**config.mk**
```make
export PLATFORM = sky130hd
export DESIGN_NAME = regfile_wr_arb
export DESIGN_NICKNAME = d
export VERILOG_FILES = /design/src/rtl/regfile_wr_arb.sv
export SDC_FILE = /design/constraint.sdc
export NUM_CORES = 1
export LEC_CHECK = 0
export ABC_AREA = 1
export CAP_MARGIN = 20
export CORE_MARGIN = 1
export CORE_UTILIZATION = 42
export CTS_BUF_LIST = sky130_fd_sc_hd__clkbuf_8
export DETAILED_ROUTE_END_ITERATION = 8
export MAX_ROUTING_LAYER = met4
export PLACE_DENSITY_LB_ADDON = 0.05
export SLEW_MARGIN = 20
export SYNTH_ARGS = -nofsm -noshare
export SYNTH_HDL_FRONTEND = slang
export SYNTH_SLANG_ARGS = --single-unit
export TNS_END_PERCENT = 1
```
**constraint.sdc**
```tcl
create_clock -name clk -period 3 [get_ports clk]
set_clock_uncertainty 0.1 [all_clocks]
set_input_delay 0.75 -clock clk [delete_from_list [all_inputs] [get_ports clk]]
set_output_delay 0.75 -clock clk [all_outputs]
set_load 0.01 [all_outputs]
```
**src/rtl/regfile_wr_arb.sv**
```systemverilog
// regfile_wr_arb: arbitrates the register file's single write port among three
// writeback sources (exe = ALU result, mem = load data, sys = interrupt/reset
// entry sequencer). The winning write is registered one cycle before the
// register file sees it. In-flight writes that alias a read port raise hit_x,
// so the decoder can stall.
//
// Ports:
//   clk, rst                      clock, asynchronous active-low reset
//   {exe,mem,sys}_valid/_ready    request / grant (transfer = valid & ready)
//   {exe,mem,sys}_addr/_data      destination register and write data
//   {exe,mem,sys}_word/_hi/_fl    word op, also write d[31:16] to DX, write flags
//   {exe,mem,sys}_flags           flag value
//   sys_lock                      keep exclusive ownership after this sys transfer
//   wr, wrhi, wrfl, word_op, addr_d, d, iflags   registered write port
//   rd_addr_{a,b,c}, rd_word      current read addresses and read width
//   hit_{a,b,c}                   in-flight write aliases that read
//   locked                        sys holds exclusive ownership
//
// Optional build macro ARB_PERF_EN adds exe/mem/sys_stall_cnt: 16-bit
// saturating counts of cycles where a source is valid but not granted.
module regfile_wr_arb #(
  parameter int DW = 32,
  parameter int AW = 4,
  parameter int FW = 9
) (
  input  logic          clk,
  input  logic          rst,
  input  logic          exe_valid,
  output logic          exe_ready,
  input  logic [AW-1:0] exe_addr,
  input  logic [DW-1:0] exe_data,
  input  logic          exe_word,
  input  logic          exe_hi,
  input  logic          exe_fl,
  input  logic [FW-1:0] exe_flags,
  input  logic          mem_valid,
  output logic          mem_ready,
  input  logic [AW-1:0] mem_addr,
  input  logic [DW-1:0] mem_data,
  input  logic          mem_word,
  input  logic          mem_hi,
  input  logic          mem_fl,
  input  logic [FW-1:0] mem_flags,
  input  logic          sys_valid,
  output logic          sys_ready,
  input  logic [AW-1:0] sys_addr,
  input  logic [DW-1:0] sys_data,
  input  logic          sys_word,
  input  logic          sys_hi,
  input  logic          sys_fl,
  input  logic [FW-1:0] sys_flags,
  input  logic          sys_lock,
  output logic          wr,
  output logic          wrhi,
  output logic          wrfl,
  output logic          word_op,
  output logic [AW-1:0] addr_d,
  output logic [DW-1:0] d,
  output logic [FW-1:0] iflags,
  input  logic [AW-1:0] rd_addr_a,
  input  logic [AW-1:0] rd_addr_b,
  input  logic [AW-1:0] rd_addr_c,
  input  logic          rd_word,
  output logic          hit_a,
  output logic          hit_b,
  output logic          hit_c,
  output logic          locked
`ifdef ARB_PERF_EN
 ,output logic [15:0]   exe_stall_cnt,
  output logic [15:0]   mem_stall_cnt,
  output logic [15:0]   sys_stall_cnt
`endif
);

  typedef enum logic { IDLE, LOCKED } state_e;
  typedef enum logic { RR_EXE, RR_MEM } rr_e;

  state_e state_q;
  rr_e    rr_q;

  logic          wr_q, wrhi_q, wrfl_q, word_q;
  logic [AW-1:0] addr_q;
  logic [DW-1:0] d_q;
  logic [FW-1:0] flags_q;

  logic exe_fire, mem_fire, sys_fire;

  // Grant logic. A pointer-side source keeps ready while the other side is
  // idle, so an empty cycle still offers the tie-winner the port; the other
  // side only gets ready when it is valid and the pointer side is not.
  always_comb begin
    exe_ready = 1'b0;
    mem_ready = 1'b0;
    sys_ready = 1'b0;
    if (rst) begin
      if (state_q == LOCKED || sys_valid) begin
        sys_ready = 1'b1;
      end else if (rr_q == RR_EXE) begin
        exe_ready = exe_valid | ~mem_valid;
        mem_ready = ~exe_ready;
      end else begin
        mem_ready = mem_valid | ~exe_valid;
        exe_ready = ~mem_ready;
      end
    end
  end

  assign exe_fire = exe_valid & exe_ready;
  assign mem_fire = mem_valid & mem_ready;
  assign sys_fire = sys_valid & sys_ready;

  // FSM and round-robin pointer; sys grants leave the pointer alone.
  always_ff @(posedge clk or negedge rst) begin
    if (!rst) begin
      state_q <= IDLE;
      rr_q    <= RR_EXE;
    end else begin
      if (sys_fire) state_q <= sys_lock ? LOCKED : IDLE;
      if (exe_fire)      rr_q <= RR_MEM;
      else if (mem_fire) rr_q <= RR_EXE;
    end
  end

  // Write stage: strobes pulse for one cycle, payload holds between writes.
  always_ff @(posedge clk or negedge rst) begin
    if (!rst) begin
      wr_q    <= 1'b0;
      wrhi_q  <= 1'b0;
      wrfl_q  <= 1'b0;
      word_q  <= 1'b0;
      addr_q  <= '0;
      d_q     <= '0;
      flags_q <= '0;
    end else begin
      wr_q   <= exe_fire | mem_fire | sys_fire;
      wrhi_q <= 1'b0;
      wrfl_q <= 1'b0;
      if (sys_fire) begin
        wrhi_q <= sys_hi;   wrfl_q <= sys_fl;   word_q  <= sys_word;
        addr_q <= sys_addr; d_q    <= sys_data; flags_q <= sys_flags;
      end else if (exe_fire) begin
        wrhi_q <= exe_hi;   wrfl_q <= exe_fl;   word_q  <= exe_word;
        addr_q <= exe_addr; d_q    <= exe_data; flags_q <= exe_flags;
      end else if (mem_fire) begin
        wrhi_q <= mem_hi;   wrfl_q <= mem_fl;   word_q  <= mem_word;
        addr_q <= mem_addr; d_q    <= mem_data; flags_q <= mem_flags;
      end
    end
  end

  assign wr      = wr_q;
  assign wrhi    = wrhi_q;
  assign wrfl    = wrfl_q;
  assign word_op = word_q;
  assign addr_d  = addr_q;
  assign d       = d_q;
  assign iflags  = flags_q;
  assign locked  = (state_q == LOCKED);

  // Byte registers 4..7 (AH..BH) live in the upper half of words 0..3, so
  // they collapse onto the word index; everything else maps to itself.
  function automatic logic [AW-1:0] eidx(input logic [AW-1:0] a, input logic w);
    eidx = a;
    if (!w && a[3:2] == 2'b01) eidx[3:2] = 2'b00;
  endfunction

  logic [AW-1:0] widx;
  assign widx = eidx(addr_q, word_q);

  // wrhi also lands in DX (index 2), so it aliases that read independently.
  assign hit_a = (wr_q & (widx == eidx(rd_addr_a, rd_word)))
               | (wrhi_q & (eidx(rd_addr_a, rd_word) == AW'(2)));
  assign hit_b = (wr_q & (widx == eidx(rd_addr_b, rd_word)))
               | (wrhi_q & (eidx(rd_addr_b, rd_word) == AW'(2)));
  assign hit_c = (wr_q & (widx == eidx(rd_addr_c, rd_word)))
               | (wrhi_q & (eidx(rd_addr_c, rd_word) == AW'(2)));

`ifdef ARB_PERF_EN
  logic [15:0] exe_cnt_q, mem_cnt_q, sys_cnt_q;

  always_ff @(posedge clk or negedge rst) begin
    if (!rst) begin
      exe_cnt_q <= '0;
      mem_cnt_q <= '0;
      sys_cnt_q <= '0;
    end else begin
      if (exe_valid && !exe_ready && exe_cnt_q != 16'hffff) exe_cnt_q <= exe_cnt_q + 16'd1;
      if (mem_valid && !mem_ready && mem_cnt_q != 16'hffff) mem_cnt_q <= mem_cnt_q + 16'd1;
      if (sys_valid && !sys_ready && sys_cnt_q != 16'hffff) sys_cnt_q <= sys_cnt_q + 16'd1;
    end
  end

  assign exe_stall_cnt = exe_cnt_q;
  assign mem_stall_cnt = mem_cnt_q;
  assign sys_stall_cnt = sys_cnt_q;
`endif

endmodule

```
==> impl_metrics.json <==
{
  "status": "finished clean",
  "synth-simple-area-share": 0.453,
  "tritoncts": "built",
  "async_flop_share": 1.00,
  "setup_viol": 0,
  "p_total_mw": 2.80,
  "yosysTopAreaCell": "dfrtp_1",
  "p_leak_nw": 2.53,
  "drtAntennaViolNets": 0,
  "place_congestion": 0.767,
  "drive_above_1_share": 0.0722,
  "synth_xor_area_frac": 0.0245,
  "placed_cell_area_sq_um": 5800,
  "cts.sinks": 51,
  "synth_commonest_cells": "188 x nand3_1, 67 x nand2_1, 51 x dfrtp_1, 51 x o21ai_0, 26 x or2_1",
  "dpl.cell_count": 790,
  "hold_viol": 0,
  "synth_compound_area_frac": 0.0755,
  "avgSynthCellArea_sq_um": 7.26,
  "crit_path_start": "mem_valid",
  "grt_use_total": 0.287,
  "drc": 0,
  "finalMaxSlewViolations": 0,
  "grt_pass1_wl_microns": 19400,
  "finalInstanceArea_sq_um": 5890,
  "diodes": 0,
  "pre_cts_ws_ns": -0.191,
  "die-width_microns": 94.3,
  "port_buffers": 218,
  "drt-initial-drc-count": 156,
  "clock.fmax_mhz": 338,
  "fillers": 678,
  "ys_seq_area_frac": 0.357,
  "min_period_over_period": 0.986,
  "grt_pass1_vias": 4094,
  "syn_nets": 656,
  "overflow": 0,
  "muxShareOfSynthArea": 0,
  "synthFlopType": "dfrtp_1",
  "drt-pass1-iter-count": 4,
  "nets": 855,
  "synth_warnings": 0,
  "htree_levels": 2,
  "synth_edf_count": 0,
  "vdd_drop_max_v": 0.000241,
  "core-area_sq_um": 8220,
  "start_util": 0.436,
  "routed_wl_microns": 12600,
  "antenna_found_initial": 0,
  "rr_startpoint": "rr_q",
  "synthDistinctLibCells": 25,
  "ff_latch_area_sq_um": 1280,
  "cts_setup_buffers": 0,
  "vias": 4288,
  "clockBufferDepth": 2,
  "die_h_microns": 94.3,
  "wl_per_cell_microns": 15.8,
  "synthTopCellsByArea": "dfrtp_1 36%, nand3_1 26%, o21ai_0 7.1%",
  "synth-seq-cells": 51,
  "multi_input_area_sq_um": 2000,
  "synth_area_sq_um": 3580,
  "place_hpwl_microns": 9080,
  "hp-class": "in2async",
  "cp-end-kind": "primary output",
  "min_period_ns": 2.96,
  "root_buffer": "clkbuf_8",
  "syn_to_final_growth_pct": 64.5,
  "die_area_sq_um": 8900,
  "cts_buffers": 5,
  "num_rows": 33,
  "worstPathRequired_ns": 2.15,
  "crit_fanout": 3,
  "clkTransAtPathRegs_ns": 0.09,
  "vias_per_cell": 5.37,
  "ios": 219,
  "synth_most_common_cell": "nand3_1",
  "clkLatencyLatePin_ns": 0.30,
  "max-cap-violations": 0,
  "grt_max_degree": 61,
  "worst_pin_slew_ns": 0.650,
  "crit_path_start_kind": "input port",
  "rsz0062_at_grt": "true",
  "powerDensity_nw_per_um2": 475,
  "crit_arrival_ns": 2.11,
  "synthCells": 493,
  "synthAdderAreaFrac": 0,
  "setup_slack_ns": 0.0416,
  "relSlewSlack": 0.567,
  "synth_top_area_share": 0.357,
  "final_cells": 798,
  "synth_top_family_by_area": "simple AND/OR/NAND/NOR gates",
  "critPathKind": "in2out"
}
metal layers:
layer	GRT usage	wire length, microns	up-vias
met2	0.500	6230	194
met4	0.110	361	0
met5	-	0	-
met3	0.0469	956	28
li1	-	-	2086
met1	0.329	5050	1980
cells by family after synthesis:
kind of cell / count (synthesis)
simple gates: 323
buf+inv: 55
compound gates: 54
flops: 51
xor+xnor: 10
state kept, by name, summed over array words and instances, names as in the netlist:
register	flops
wr	1
rr_q	1
wrfl	1
word_op	1
wrhi	1
addr_d	4
locked	1
iflags	9
d	32
power by group:
part / switching (mW) / internal [mW]
clock: 0.222 / 0.160
combinational: 0.632 / 0.757
sequential: 0.145 / 0.885
total: 0.998 / 1.80
cell usage in the layout (no fill, tap or decap), drive strengths merged:
master	instances
clkdlybuf4s50	212
nand3	188
nand2	70
o21ai	53
dfrtp	51
or2	46
buf	20
nor2	11
inv	10
xor2	5
xnor2	5
clkbuf	5
nor3	5
nand4	3
clkinv	3
dlymetal6s2s	3
dlygate4sd2	2
a21oi	1
per-stage QoR:
step	TNS, ns	hold slack [ns]	util
2_1_floorplan	0	0.354	-
3_3_place_gp	-0.375	0.393	0.705
3_5_place_dp	-0.559	0.394	0.705
4_1_cts	-0.198	0.148	0.715
5_1_grt	-0.0194	0.149	0.717
6_report	0	0.155	0.717
worst max-delay path: stages:
cell,delay (ns)
clkdlybuf4s50_1,0.46
nor2_1,0.19
a21oi_1,0.08
nor2_1,0.09
clkdlybuf4s50_1,0.54
cell type report:
class,instances,area share
clock buffer,5,0.0117
clock inverter,3,0.00255
inverter,10,0.00637
multi-input combinational,387,0.339
sequential,51,0.217
tap,105,0.0223
timing repair buffer,237,0.401
path summary, 6_finish.rpt:
kind,end,slack [ns],depth (start not counted)
max reg2reg,d[26],0.96,9
min in group clk,iflags[3],0.41,2
min,wrfl,0.16,1
max in group asynchronous,iflags[2],1.78,2
max,exe_ready,0.04,5
min reg2reg,iflags[3],0.41,2
repair_timing:
item | in CTS | in global routing
hold buffers | 0 | 0
gates resized for setup | 5 | 4
setup endpoints to repair | 4 | 4
(Power assumes the default switching activity.)
